## config.mk

```make
export PLATFORM = sky130hd
export DESIGN_NAME = mem_stage
export DESIGN_NICKNAME = d
export VERILOG_FILES = /design/src/rtl/mem_stage.sv
export SDC_FILE = /design/constraint.sdc
export NUM_CORES = 1
export LEC_CHECK = 0
export ABC_AREA = 1
export BUFFER_PORTS_ARGS = -buffer_cell sky130_fd_sc_hd__buf_4
export CORE_MARGIN = 8
export CORE_UTILIZATION = 56
export DETAILED_ROUTE_END_ITERATION = 12
export GPL_ROUTABILITY_DRIVEN = 0
export PLACE_DENSITY = 0.9
export SYNTH_ARGS = -nofsm -noshare
export SYNTH_HDL_FRONTEND = slang
export SYNTH_SLANG_ARGS = --single-unit
export TNS_END_PERCENT = 50
```

## constraint.sdc

```tcl
create_clock -name clk -period 4.9 [get_ports clk]
set_clock_uncertainty 0.05 [all_clocks]
set_input_delay 0.49 -clock clk [delete_from_list [all_inputs] [get_ports clk]]
set_output_delay 0.49 -clock clk [all_outputs]
set_load 0.01 [all_outputs]
```

## src/rtl/mem_stage.sv

```systemverilog
// Memory stage: runs one data-memory access per load/store and registers results into MEM/WB.
// A misaligned access or a halt instruction parks the stage in HALTED until reset.
module mem_stage (
    input  logic        clk,
    input  logic        rst,
    input  logic        ex_valid,
    input  logic [15:0] ex_PC,
    input  logic [15:0] ex_aluOut,
    input  logic [15:0] ex_specOps,
    input  logic [15:0] ex_storeData,
    input  logic        ex_memRead,
    input  logic        ex_memWrite,
    input  logic [1:0]  ex_regSrc,
    input  logic        ex_regWrite,
    input  logic [2:0]  ex_writeReg,
    input  logic        ex_halt,
    output logic [15:0] mem_addr,
    output logic [15:0] mem_wdata,
    output logic        mem_rd,
    output logic        mem_wr,
    input  logic [15:0] mem_rdata,
    input  logic        mem_done,
    output logic        wb_valid,
    output logic [15:0] wb_PC,
    output logic [15:0] wb_readData,
    output logic [15:0] wb_aluOut,
    output logic [15:0] wb_specOps,
    output logic [1:0]  wb_regSrc,
    output logic        wb_regWrite,
    output logic [2:0]  wb_writeReg,
    output logic        wb_halt,
    output logic        stall,
    output logic        err
);

    typedef enum logic [1:0] {
        IDLE   = 2'd0,
        ACCESS = 2'd1,
        HALTED = 2'd2
    } state_t;

    state_t state_q, state_d;

    logic        err_q, err_d;
    logic [15:0] acc_addr_q, acc_addr_d;
    logic [15:0] acc_wdata_q, acc_wdata_d;
    logic        acc_rd_q, acc_rd_d;

    logic [15:0] p_PC_q, p_PC_d;
    logic [15:0] p_aluOut_q, p_aluOut_d;
    logic [15:0] p_specOps_q, p_specOps_d;
    logic [1:0]  p_regSrc_q, p_regSrc_d;
    logic        p_regWrite_q, p_regWrite_d;
    logic [2:0]  p_writeReg_q, p_writeReg_d;

    logic        wb_valid_q, wb_valid_d;
    logic [15:0] wb_PC_q, wb_PC_d;
    logic [15:0] wb_readData_q, wb_readData_d;
    logic [15:0] wb_aluOut_q, wb_aluOut_d;
    logic [15:0] wb_specOps_q, wb_specOps_d;
    logic [1:0]  wb_regSrc_q, wb_regSrc_d;
    logic        wb_regWrite_q, wb_regWrite_d;
    logic [2:0]  wb_writeReg_q, wb_writeReg_d;
    logic        wb_halt_q, wb_halt_d;

    logic        memop;
    logic        misaligned;
    logic        start_access;
    logic        stall_c;

    assign memop        = ex_valid & (ex_memRead | ex_memWrite);
    assign misaligned   = memop & ex_aluOut[0];
    // Halt outranks a memory op, so an access only starts for an aligned, non-halting memop.
    assign start_access = memop & ~ex_aluOut[0] & ~ex_halt;

    always_comb begin
        state_d       = state_q;
        err_d         = err_q;
        acc_addr_d    = acc_addr_q;
        acc_wdata_d   = acc_wdata_q;
        acc_rd_d      = acc_rd_q;
        p_PC_d        = p_PC_q;
        p_aluOut_d    = p_aluOut_q;
        p_specOps_d   = p_specOps_q;
        p_regSrc_d    = p_regSrc_q;
        p_regWrite_d  = p_regWrite_q;
        p_writeReg_d  = p_writeReg_q;
        wb_valid_d    = wb_valid_q;
        wb_PC_d       = wb_PC_q;
        wb_readData_d = wb_readData_q;
        wb_aluOut_d   = wb_aluOut_q;
        wb_specOps_d  = wb_specOps_q;
        wb_regSrc_d   = wb_regSrc_q;
        wb_regWrite_d = wb_regWrite_q;
        wb_writeReg_d = wb_writeReg_q;
        wb_halt_d     = wb_halt_q;
        stall_c       = 1'b0;

        case (state_q)
            IDLE: begin
                if (!ex_valid) begin
                    wb_valid_d    = 1'b0;
                    wb_regWrite_d = 1'b0;
                    wb_halt_d     = 1'b0;
                end else if (start_access) begin
                    stall_c      = 1'b1;
                    acc_addr_d   = ex_aluOut;
                    acc_wdata_d  = ex_storeData;
                    acc_rd_d     = ex_memRead;
                    p_PC_d       = ex_PC;
                    p_aluOut_d   = ex_aluOut;
                    p_specOps_d  = ex_specOps;
                    p_regSrc_d   = ex_regSrc;
                    p_regWrite_d = ex_regWrite;
                    p_writeReg_d = ex_writeReg;
                    wb_valid_d   = 1'b0;
                    state_d      = ACCESS;
                end else begin
                    wb_valid_d    = 1'b1;
                    wb_PC_d       = ex_PC;
                    wb_readData_d = '0;
                    wb_aluOut_d   = ex_aluOut;
                    wb_specOps_d  = ex_specOps;
                    wb_regSrc_d   = ex_regSrc;
                    wb_regWrite_d = ex_regWrite;
                    wb_writeReg_d = ex_writeReg;
                    wb_halt_d     = ex_halt;
                    if (ex_halt) begin
                        state_d = HALTED;
                    end else if (misaligned) begin
                        wb_regWrite_d = 1'b0;
                        wb_halt_d     = 1'b1;
                        err_d         = 1'b1;
                        state_d       = HALTED;
                    end
                end
            end
            ACCESS: begin
                stall_c = ~mem_done;
                if (mem_done) begin
                    wb_valid_d    = 1'b1;
                    wb_PC_d       = p_PC_q;
                    wb_readData_d = acc_rd_q ? mem_rdata : '0;
                    wb_aluOut_d   = p_aluOut_q;
                    wb_specOps_d  = p_specOps_q;
                    wb_regSrc_d   = p_regSrc_q;
                    wb_regWrite_d = p_regWrite_q;
                    wb_writeReg_d = p_writeReg_q;
                    wb_halt_d     = 1'b0;
                    state_d       = IDLE;
                end else begin
                    wb_valid_d = 1'b0;
                end
            end
            HALTED: begin
                stall_c    = 1'b1;
                wb_valid_d = 1'b0;
            end
            default: begin
                state_d = IDLE;
            end
        endcase
    end

    always_ff @(posedge clk or negedge rst) begin
        if (!rst) begin
            state_q <= IDLE;
        end else begin
            state_q <= state_d;
        end
    end

    always_ff @(posedge clk or negedge rst) begin
        if (!rst) begin
            err_q         <= 1'b0;
            acc_addr_q    <= '0;
            acc_wdata_q   <= '0;
            acc_rd_q      <= 1'b0;
            p_PC_q        <= '0;
            p_aluOut_q    <= '0;
            p_specOps_q   <= '0;
            p_regSrc_q    <= '0;
            p_regWrite_q  <= 1'b0;
            p_writeReg_q  <= '0;
            wb_valid_q    <= 1'b0;
            wb_PC_q       <= '0;
            wb_readData_q <= '0;
            wb_aluOut_q   <= '0;
            wb_specOps_q  <= '0;
            wb_regSrc_q   <= '0;
            wb_regWrite_q <= 1'b0;
            wb_writeReg_q <= '0;
            wb_halt_q     <= 1'b0;
        end else begin
            err_q         <= err_d;
            acc_addr_q    <= acc_addr_d;
            acc_wdata_q   <= acc_wdata_d;
            acc_rd_q      <= acc_rd_d;
            p_PC_q        <= p_PC_d;
            p_aluOut_q    <= p_aluOut_d;
            p_specOps_q   <= p_specOps_d;
            p_regSrc_q    <= p_regSrc_d;
            p_regWrite_q  <= p_regWrite_d;
            p_writeReg_q  <= p_writeReg_d;
            wb_valid_q    <= wb_valid_d;
            wb_PC_q       <= wb_PC_d;
            wb_readData_q <= wb_readData_d;
            wb_aluOut_q   <= wb_aluOut_d;
            wb_specOps_q  <= wb_specOps_d;
            wb_regSrc_q   <= wb_regSrc_d;
            wb_regWrite_q <= wb_regWrite_d;
            wb_writeReg_q <= wb_writeReg_d;
            wb_halt_q     <= wb_halt_d;
        end
    end

    // Request lines derive from state, so the async reset clears them at once; read wins if both flags were set.
    assign mem_rd    = (state_q == ACCESS) &  acc_rd_q;
    assign mem_wr    = (state_q == ACCESS) & ~acc_rd_q;
    assign mem_addr  = (state_q == ACCESS) ? acc_addr_q  : '0;
    assign mem_wdata = (state_q == ACCESS) ? acc_wdata_q : '0;
    assign stall     = rst & stall_c;
    assign err       = err_q;

    assign wb_valid    = wb_valid_q;
    assign wb_PC       = wb_PC_q;
    assign wb_readData = wb_readData_q;
    assign wb_aluOut   = wb_aluOut_q;
    assign wb_specOps  = wb_specOps_q;
    assign wb_regSrc   = wb_regSrc_q;
    assign wb_regWrite = wb_regWrite_q;
    assign wb_writeReg = wb_writeReg_q;
    assign wb_halt     = wb_halt_q;

endmodule

```

# --- Yosys cells after proc, flatten, opt, wreduce, memory -nomap -nowiden ---
# Cells that the tools add are included.
# Widths: inputs -> output; s select.
totals:
  inputBits: 93
  register_bits: 146
classes:
  n_mux: 52
  n_reduce_logical: 8
  n_eq_ne: 7
  bitwise_logic: 14
op_table:
  columns: ["cell", "count"]
  rows:
  - ["$mux 16", 15]
  - ["$pmux 16 s2", 4]
  - ["$mux 2", 8]
  - ["$mux 1", 15]
  - ["$mux 3", 3]
  - ["$reduce_and 4->1", 2]
  - ["$and 1x1->1", 7]
  - ["$ne 2x2->1 const B", 3]
  - ["$not 1->1", 6]
  - ["$pmux 1 s3", 2]
  - ["$pmux 2 s3", 1]
  - ["$pmux 3 s2", 1]
  - ["$reduce_and 3->1", 2]
  - ["$reduce_and 5->1", 1]
  - ["$ne 4x4->1 const B", 1]
  - ["$pmux 1 s2", 2]
  - ["$pmux 2 s2", 1]
  - ["$ne 3x3->1 const B", 1]
  - ["$reduce_bool 3->1", 1]
  - ["$eq 2x1->1 const B", 1]
  - ["$eq 2x2->1 const B", 1]
  - ["$logic_not 2->1", 1]
  - ["$reduce_bool 2->1", 1]
  - ["$or 1x1->1", 1]

# --- Longest topological paths before layout ---
# Gate-level depths: netlist of the first run.
logic_depth:
  depth_word: 8
  depth_mapped: 12

# --- Worst setup path before layout of the first run ---
# Ideal clock, no wire load.
synth_path:
  kind: "flip-flop to output port"
  start: "register state_q[0]"
  end: "output stall"
  stages_incl_launch_ff: 9
  setup_slack_ps: 2909
  required_time_ps: 4360
  t_arrival_ps: 1451
  path_cell_list: "dfrtp_1 inv_1 ha_1 inv_2 nor2_2 inv_2 buf_2 buf_2 a21oi_1"
synth_via:
  elab_chain_cells: 3
  word_cells_on_any_way: 5
  cone_classes: "eq/ne: 2; mux: 1; bitwise: 1; reduce/logical: 1"
synth_lines:
  columns: ["element", "line_no", "rtl"]
  rows:
  - ["start, declared", "42", "state_t state_q, state_d;"]
  - ["start signal, assigned", "169", "state_q <= state_d;"]
  - ["$eq 2x2->1, or another cell as far along", "99", "case (state_q)"]
  - ["$pmux 1 s3 (*)", "99", null]
  - ["$and 1x1->1 (*)", "222", "assign stall = rst & stall_c;"]
  - ["end, declared", "32", "output logic stall,"]
# Mark *: on every way between the ends. The rest lies on a longest branch, timed or not.

# --- Worst setup path in the final report of the first run ---
layout_path:
  start: "register state_q[1]"
  end: "output mem_rd"
layout_via:
  elab_chain_cells: 2
layout_lines:
  columns: ["element", "line_no", "rtl"]
  rows:
  - ["$eq 2x1->1", "218", "assign mem_rd = (state_q == ACCESS) & acc_rd_q;"]
  - ["$and 1x1->1", "218", null]
  - ["end, declared", "19", "output logic mem_rd,"]
# Every way passes these cells.

==> reports/metrics.cfg, run 1 <==
[floorplan]
dieArea_mm2=0.0155
die_w_um=125
ios=201
rows=39
initial_utilization=0.576
die_h_um=125
core_area_mm2=0.0115

[timing]
setup_tns_ns=0
min_period_over_period=0.616
worstMarginPinSlew_ns=0.879
fmaxAchievable_ghz=0.331
setup_viol=0
slew_headroom=0.414
post-route-min-period_ns=3.02
fin_ws_ns=1.88
drv_slew=0
rsz0062_at_grt=no
hold_viol=0

[worst_setup_path]
crit_path_top_delay_cell=nand2_1
critPathKind=flop to primary output
required_ns=4.36
path_delay_family=simple AND/OR/NAND/NOR gates
critPathArrivalTime_ns=2.48
reg2reg_setup_slack_ns=2.08
critPathMostFrequentCell=inv_1
critical_path_buf_inv_count=3
critPathMaxStageDelay_ns=0.62
timing.rr.start=state_q[1]
ff2ff_path_depth=10
path_cells=inv_1 -> ha_4 -> nand2_1 -> inv_1 -> buf_4
critPathLaunchType=flop
crit_fanout=70
rr_endpoint=wb_PC[3]
end_kind=primary output

[pwr]
p_comb_frac=0.348
pwr_density_cell_mw_per_mm2=580
p_leak_nw=5.13
power_frac_clock=0.251
irDropWorstVdd_v=0.000431
swShare=0.360
switchingPower_mw=1.81
p_seq_frac=0.400
internal_power_mw=3.23

[synth]
ys_seq_elements=146
synth_area_leader_cell=dfrtp_1
synth_top_area_share=0.553
synth_edf_count=0
async_flop_share=1.00
ys_types=25
synthCells=857
post-synth-top-count-cell=nand2_1
synth_common_cells=nand2_1 (400), dfrtp_1 (146), inv_1 (112), o21ai_0 (106), nor2_1 (25)
synth.avg_cell_area_um2=7.71
ys.flop_type=dfrtp_1
yosysWarningCount=0
syn_area_mm2=0.00661
yosysSeqAreaShare=0.553
syn_nets=954
ys_top_cells_by_area=dfrtp_1 (55%), nand2_1 (23%), o21ai_0 (8.0%)

[placement]
dpl-instance-area_mm2=0.00812
post-place-ws_ns=2.13
io_buffers=200
hpwl_um=12100

[routing]
drt_first_pass_iters=5
vias=6000
drt_iter0_markers=521
avgViaCountPerCell=5.03
routed_wl_um=17900
wire_per_inst_um=15.0
ant_nets=0
drcViolationCount=0

[cts]
cts_tree=done
ctsResizeCount=0
clk_path_buf_depth=2
clock_latency_ns=0.42
clk_pin_slew_ns=0.06
root_buffer=clkbuf_16
postCtsSetupBuffers=0
htree_levels=4
cts-buffers-inserted=17
postCtsHoldBufs=0
cts.sinks=146

[cells_and_area]
final_cell_area_mm2=0.00870
drive_above_1_share=0.232
multiInputGateArea_mm2=0.00230
fillCellCount=856
utilization=0.758
syn_to_final_growth_pct=31.7
nets=1135
n_antenna_cell=0
seqCellArea_mm2=0.00365

[worst_hold_path]
hp-class=input port to asynchronous set/reset pin

[global_route]
grt_pass1_wl_um=29200
grt_start_max_net_pins=81
grtUsageTotal=0.229
overflow=0
antenna_found_initial=0
grt_pass1_vias=5959

[run]
maxCapViolCount=0

[status]
status=completed

metrics by stage:
| stage | hold slack, ns | power, mW | std cells |
|---|---|---|---|
| floorplan | 0.144 | 3.02 | 857 |
| global placement | 0.404 | 3.70 | 1162 |
| detailed placement | 0.409 | 3.78 | 1162 |
| CTS | 0.0651 | 5.07 | 1193 |
| global route | 0.103 | 5.37 | 1193 |
| finish | 0.0478 | 5.04 | 1193 |
cells in the final DEF, fill, tap and decap left out:
| master | count |
|---|---|
| nand3_2 | 1 |
| a31oi_1 | 1 |
| o21a_2 | 1 |
| clkbuf_16 | 17 |
| nand4_1 | 2 |
| a21o_1 | 1 |
| ha_4 | 1 |
| a21oi_1 | 1 |
| nor2_1 | 25 |
| nor2_4 | 1 |
| dfrtp_1 | 146 |
| a21oi_2 | 1 |
| o21ai_1 | 1 |
| bufinv_16 | 2 |
| inv_1 | 112 |
| nand2_2 | 2 |
| clkbuf_1 | 5 |
| clkbuf_8 | 4 |
| inv_4 | 1 |
| ha_1 | 3 |
| buf_4 | 205 |
| nor2_2 | 2 |
| inv_2 | 1 |
| nand2_1 | 400 |
| clkinv_2 | 4 |
| buf_6 | 1 |
| o21ai_0 | 106 |
| nand3_1 | 3 |
sequential cells by signal (all words and copies together), names as in the netlist:
register,cells
acc_wdata_q,16
p_PC_q,16
p_aluOut_q,16
p_specOps_q,16
wb_PC,16
wb_aluOut,16
wb_readData,16
wb_specOps,16
p_writeReg_q,3
wb_writeReg,3
p_regSrc_q,2
state_q,2
wb_regSrc,2
acc_rd_q,1
err,1
p_regWrite_q,1
wb_halt,1
wb_regWrite,1
wb_valid,1
logic make-up (layout without fill, tap and decap cells):
| kind of cell | count (synthesis) | in the layout | share of synthesized area |
|---|---|---|---|
| AO/OA/AOI/OAI | 112 | 112 | 0.0866 |
| adder cells (fa/ha/maj) | 4 | 4 | 0.00758 |
| buffers and inverters | 159 | 352 | 0.100 |
| flip-flops | 146 | 146 | 0.553 |
| AND/OR/NAND/NOR | 436 | 436 | 0.253 |
power groups by stage:
| stage | registers [mW] | clock network (mW) | logic, mW |
|---|---|---|---|
| final | 2.02 | 1.27 | 1.76 |
| after CTS | 2.02 | 1.28 | 1.78 |
| after detailed placement | 2.02 | 0 | 1.76 |
| after floorplan | 2.08 | 0 | 0.945 |
| after global placement | 2.00 | 0 | 1.70 |
| after global routing | 2.08 | 1.32 | 1.97 |
layer usage:
| layer | wire (um) | GRT usage | vias to the layer above | share of wire |
|---|---|---|---|---|
| li1 | - | - | 2928 | - |
| met1 | 7460 | 0.279 | 2805 | 0.42 |
| met2 | 8550 | 0.366 | 228 | 0.48 |
| met3 | 1390 | 0.0770 | 39 | 0.078 |
| met4 | 472 | 0.0936 | 0 | 0.026 |
| met5 | 0 | 0 | - | 0 |
final cells by class:
| type | count | share of cell area |
|---|---|---|
| Timing Repair Buffer | 206 | 0.178 |
| Clock inverter | 5 | 0.00863 |
| Sequential cell | 146 | 0.420 |
| Tap cell | 143 | 0.0206 |
| Clock buffer | 26 | 0.0574 |
| Inverter | 115 | 0.0501 |
| Multi-Input combinational cell | 552 | 0.265 |
worst max-delay path by stage:
stage | startpoint | endpoint | depth (start not counted)
global route | state_q[1] | mem_rd | 5
finish | state_q[1] | mem_rd | 5
CTS | state_q[1] | mem_rd | 5
global placement | state_q[1] | wb_aluOut[2] | 10
detailed placement | state_q[1] | wb_PC[3] | 10
floorplan | state_q[0] | stall | 8
(Power assumes the default switching activity.)
==> run 2, diff against run 1 <==
--- a/config.mk
+++ b/config.mk
@@ -5,13 +5,13 @@
 export SDC_FILE = /design/constraint.sdc
 export NUM_CORES = 1
 export LEC_CHECK = 0
-export ABC_AREA = 1
+export ABC_AREA = 0
 export BUFFER_PORTS_ARGS = -buffer_cell sky130_fd_sc_hd__buf_4
 export CORE_MARGIN = 8
-export CORE_UTILIZATION = 56
+export CORE_UTILIZATION = 46
 export DETAILED_ROUTE_END_ITERATION = 12
 export GPL_ROUTABILITY_DRIVEN = 0
-export PLACE_DENSITY = 0.9
+export PLACE_DENSITY = 0.8
 export SYNTH_ARGS = -nofsm -noshare
 export SYNTH_HDL_FRONTEND = slang
 export SYNTH_SLANG_ARGS = --single-unit
==> constraint.sdc (replaced) <==
create_clock -name clk -period 2.65 [get_ports clk]
set_clock_uncertainty 0.05 [all_clocks]
set_input_delay 0.265 -clock clk [delete_from_list [all_inputs] [get_ports clk]]
set_output_delay 0.265 -clock clk [all_outputs]
set_load 0.01 [all_outputs]
==> reports/metrics.cfg, run 2 <==
[placement]
dpl-instance-area_mm2=0.00808
post-place-ws_ns=0.542
dp.cells=890
io_buffers=200
hpwl_um=11500

[floorplan]
ios=201
core_area_mm2=0.0138
dieArea_mm2=0.0181
rows=43
die_w_um=134
initial_utilization=0.468
die_h_um=134

[worst_setup_path]
critPathLaunch=state_q[1]
reg2reg_setup_slack_ns=0.53
critPathKind=flop to primary output
end_kind=primary output
crit_end=stall
ff2ff_path_depth=6
required_ns=2.34
critPathLaunchType=flop
critPathArrivalTime_ns=2.15
rr_endpoint=wb_readData[15]
crit_fanout=32
timing.rr.start=state_q[0]

[synth]
synthCells=535
synth_compound_area_frac=0.0991
synth_top_area_share=0.566
synth_common_cells=dfrtp_1 (146), nand2_1 (79), mux2_2 (63), o21ai_0 (51), mux2i_1 (37)
synthMuxAreaShare=0.183
ys.flop_type=dfrtp_1
synth.avg_cell_area_um2=12.1
post-synth-top-count-cell=dfrtp_1
ys_top_cells_by_area=dfrtp_1 (57%), mux2_2 (11%), mux2i_1 (5.7%)
synth_edf_count=0
synth_top_family_by_area=multiplexers
syn_area_mm2=0.00645
synth_fa_ha_area_frac=0.00776
ys_seq_elements=146
syn_nets=632
yosysSeqAreaShare=0.566
synth_xor_area_frac=0
synthSimpleGateAreaFrac=0.0997
yosysWarningCount=0
synth_area_leader_cell=dfrtp_1
ys_types=40
async_flop_share=1.00

[routing]
ant_nets=0
drcViolationCount=0
drt_iter0_markers=201
avgViaCountPerCell=5.01
routed_wl_um=15900
vias=4633
wire_per_inst_um=17.2
drt_first_pass_iters=4

[timing]
min_period_over_period=0.929
worstMarginPinSlew_ns=0.695
post-route-min-period_ns=2.46
hold_viol=0
setup_tns_ns=0
slew_headroom=0.536
rsz0062_at_grt=no
setup_viol=0
fin_ws_ns=0.189
fmaxAchievable_ghz=0.406
drv_slew=0
hold_slack_ns=0.0206

[cells_and_area]
fillCellCount=1116
final_cell_mix=buf_4 (203), dfrtp_1 (146), nand2_1 (79), mux2_2 (63), o21ai_0 (51)
n_antenna_cell=0
syn_to_final_growth_pct=34.8
instances_no_fill=924
drive_above_1_share=0.457
nets=828
final_cell_area_mm2=0.00870
mostFrequentLayoutCell=buf_4

[cts]
clk_path_buf_depth=2
ctsResizeCount=0
htree_levels=4
clock_latency_ns=0.41
cts_tree=done
postCtsHoldBufs=1
cts-buffers-inserted=17
cts.sinks=146
clk_pin_slew_ns=0.06
postCtsSetupBuffers=0
root_buffer=clkbuf_16

[worst_hold_path]
hp-class=input port to flop
hp-start=ex_storeData[13]
hold_depth=2

[pwr]
irDropWorstVdd_v=0.000717
p_leak_nw=4.07
pwr_density_cell_mw_per_mm2=1170

[run]
maxCapViolCount=0

[global_route]
grt_start_max_net_pins=116
grt_pass1_wl_um=25800
antenna_found_initial=0
grtUsageTotal=0.180
overflow=0
grt_pass1_vias=5028

[status]
status=completed

run 2: changes by cell type after synthesis, sizes merged, moves of 6 or more:
cell	before	now
nand2	402	89
inv	115	7
mux2	0	72
mux2i	0	37
o21ai	107	72
and2	0	33
nor2	28	2
a21oi	2	18
clkbuf	15	9
run 2: final cells by class:
type | instances | area (um2) | area share
multi-input cells | 347 | 2530 | 0.291
repair buffers | 211 | 1660 | 0.190
flip-flops and latches | 146 | 3650 | 0.420
clock inverters | 8 | 100 | 0.0115
inverters | 8 | 30.0 | 0.00345
well taps | 180 | 225 | 0.0259
clock buffers | 24 | 502 | 0.0577
run 2: worst min path at each step:
stage               slack (ns)              end
floorplan                -0.08         acc_rd_q
global placement          0.12   p_specOps_q[4]
detailed placement        0.12   p_specOps_q[2]
CTS                     0.0004   acc_wdata_q[7]
global route             0.003  acc_wdata_q[12]
finish                    0.02  acc_wdata_q[13]
run 2: cells by family (layout without fill, tap and decap cells):
kind of cell    count (synthesis)  in the layout
buf+inv                        42            251
mux                           109            109
simple gates                  132            132
fa+ha+maj                       4              4
flops                         146            146
compound gates                102            102
run 2: power breakdown:
| part | leakage [nW] | internal (mW) | switching [mW] |
|---|---|---|---|
| sequential | 1.80 | 3.26 | 0.553 |
| clock | 0.284 | 1.51 | 0.896 |
| combinational | 1.98 | 1.93 | 2.05 |
run 2: critical path, cell delays in order, from the launching register on:
cell	delay, ns
dfrtp_1	0.42
inv_1	0.15
ha_1	0.34
nand3b_4	0.14
nor2_4	0.16
buf_12	0.22
o211a_1	0.18
buf_4	0.11
run 2: stage by stage:
stage                     total power [mW]   util
after global routing                  10.9  0.632
after CTS                             10.3  0.631
after global placement                7.66  0.587
after floorplan                       6.33      -
final                                 10.2  0.632
after detailed placement              7.90  0.587
run 2: metal layers:
layer,share of wire,vias to the layer above,track usage
li1,-,2226,-
met1,0.40,2246,0.207
met2,0.51,139,0.305
met3,0.067,22,0.0580
met4,0.015,0,0.0674
met5,0,-,0
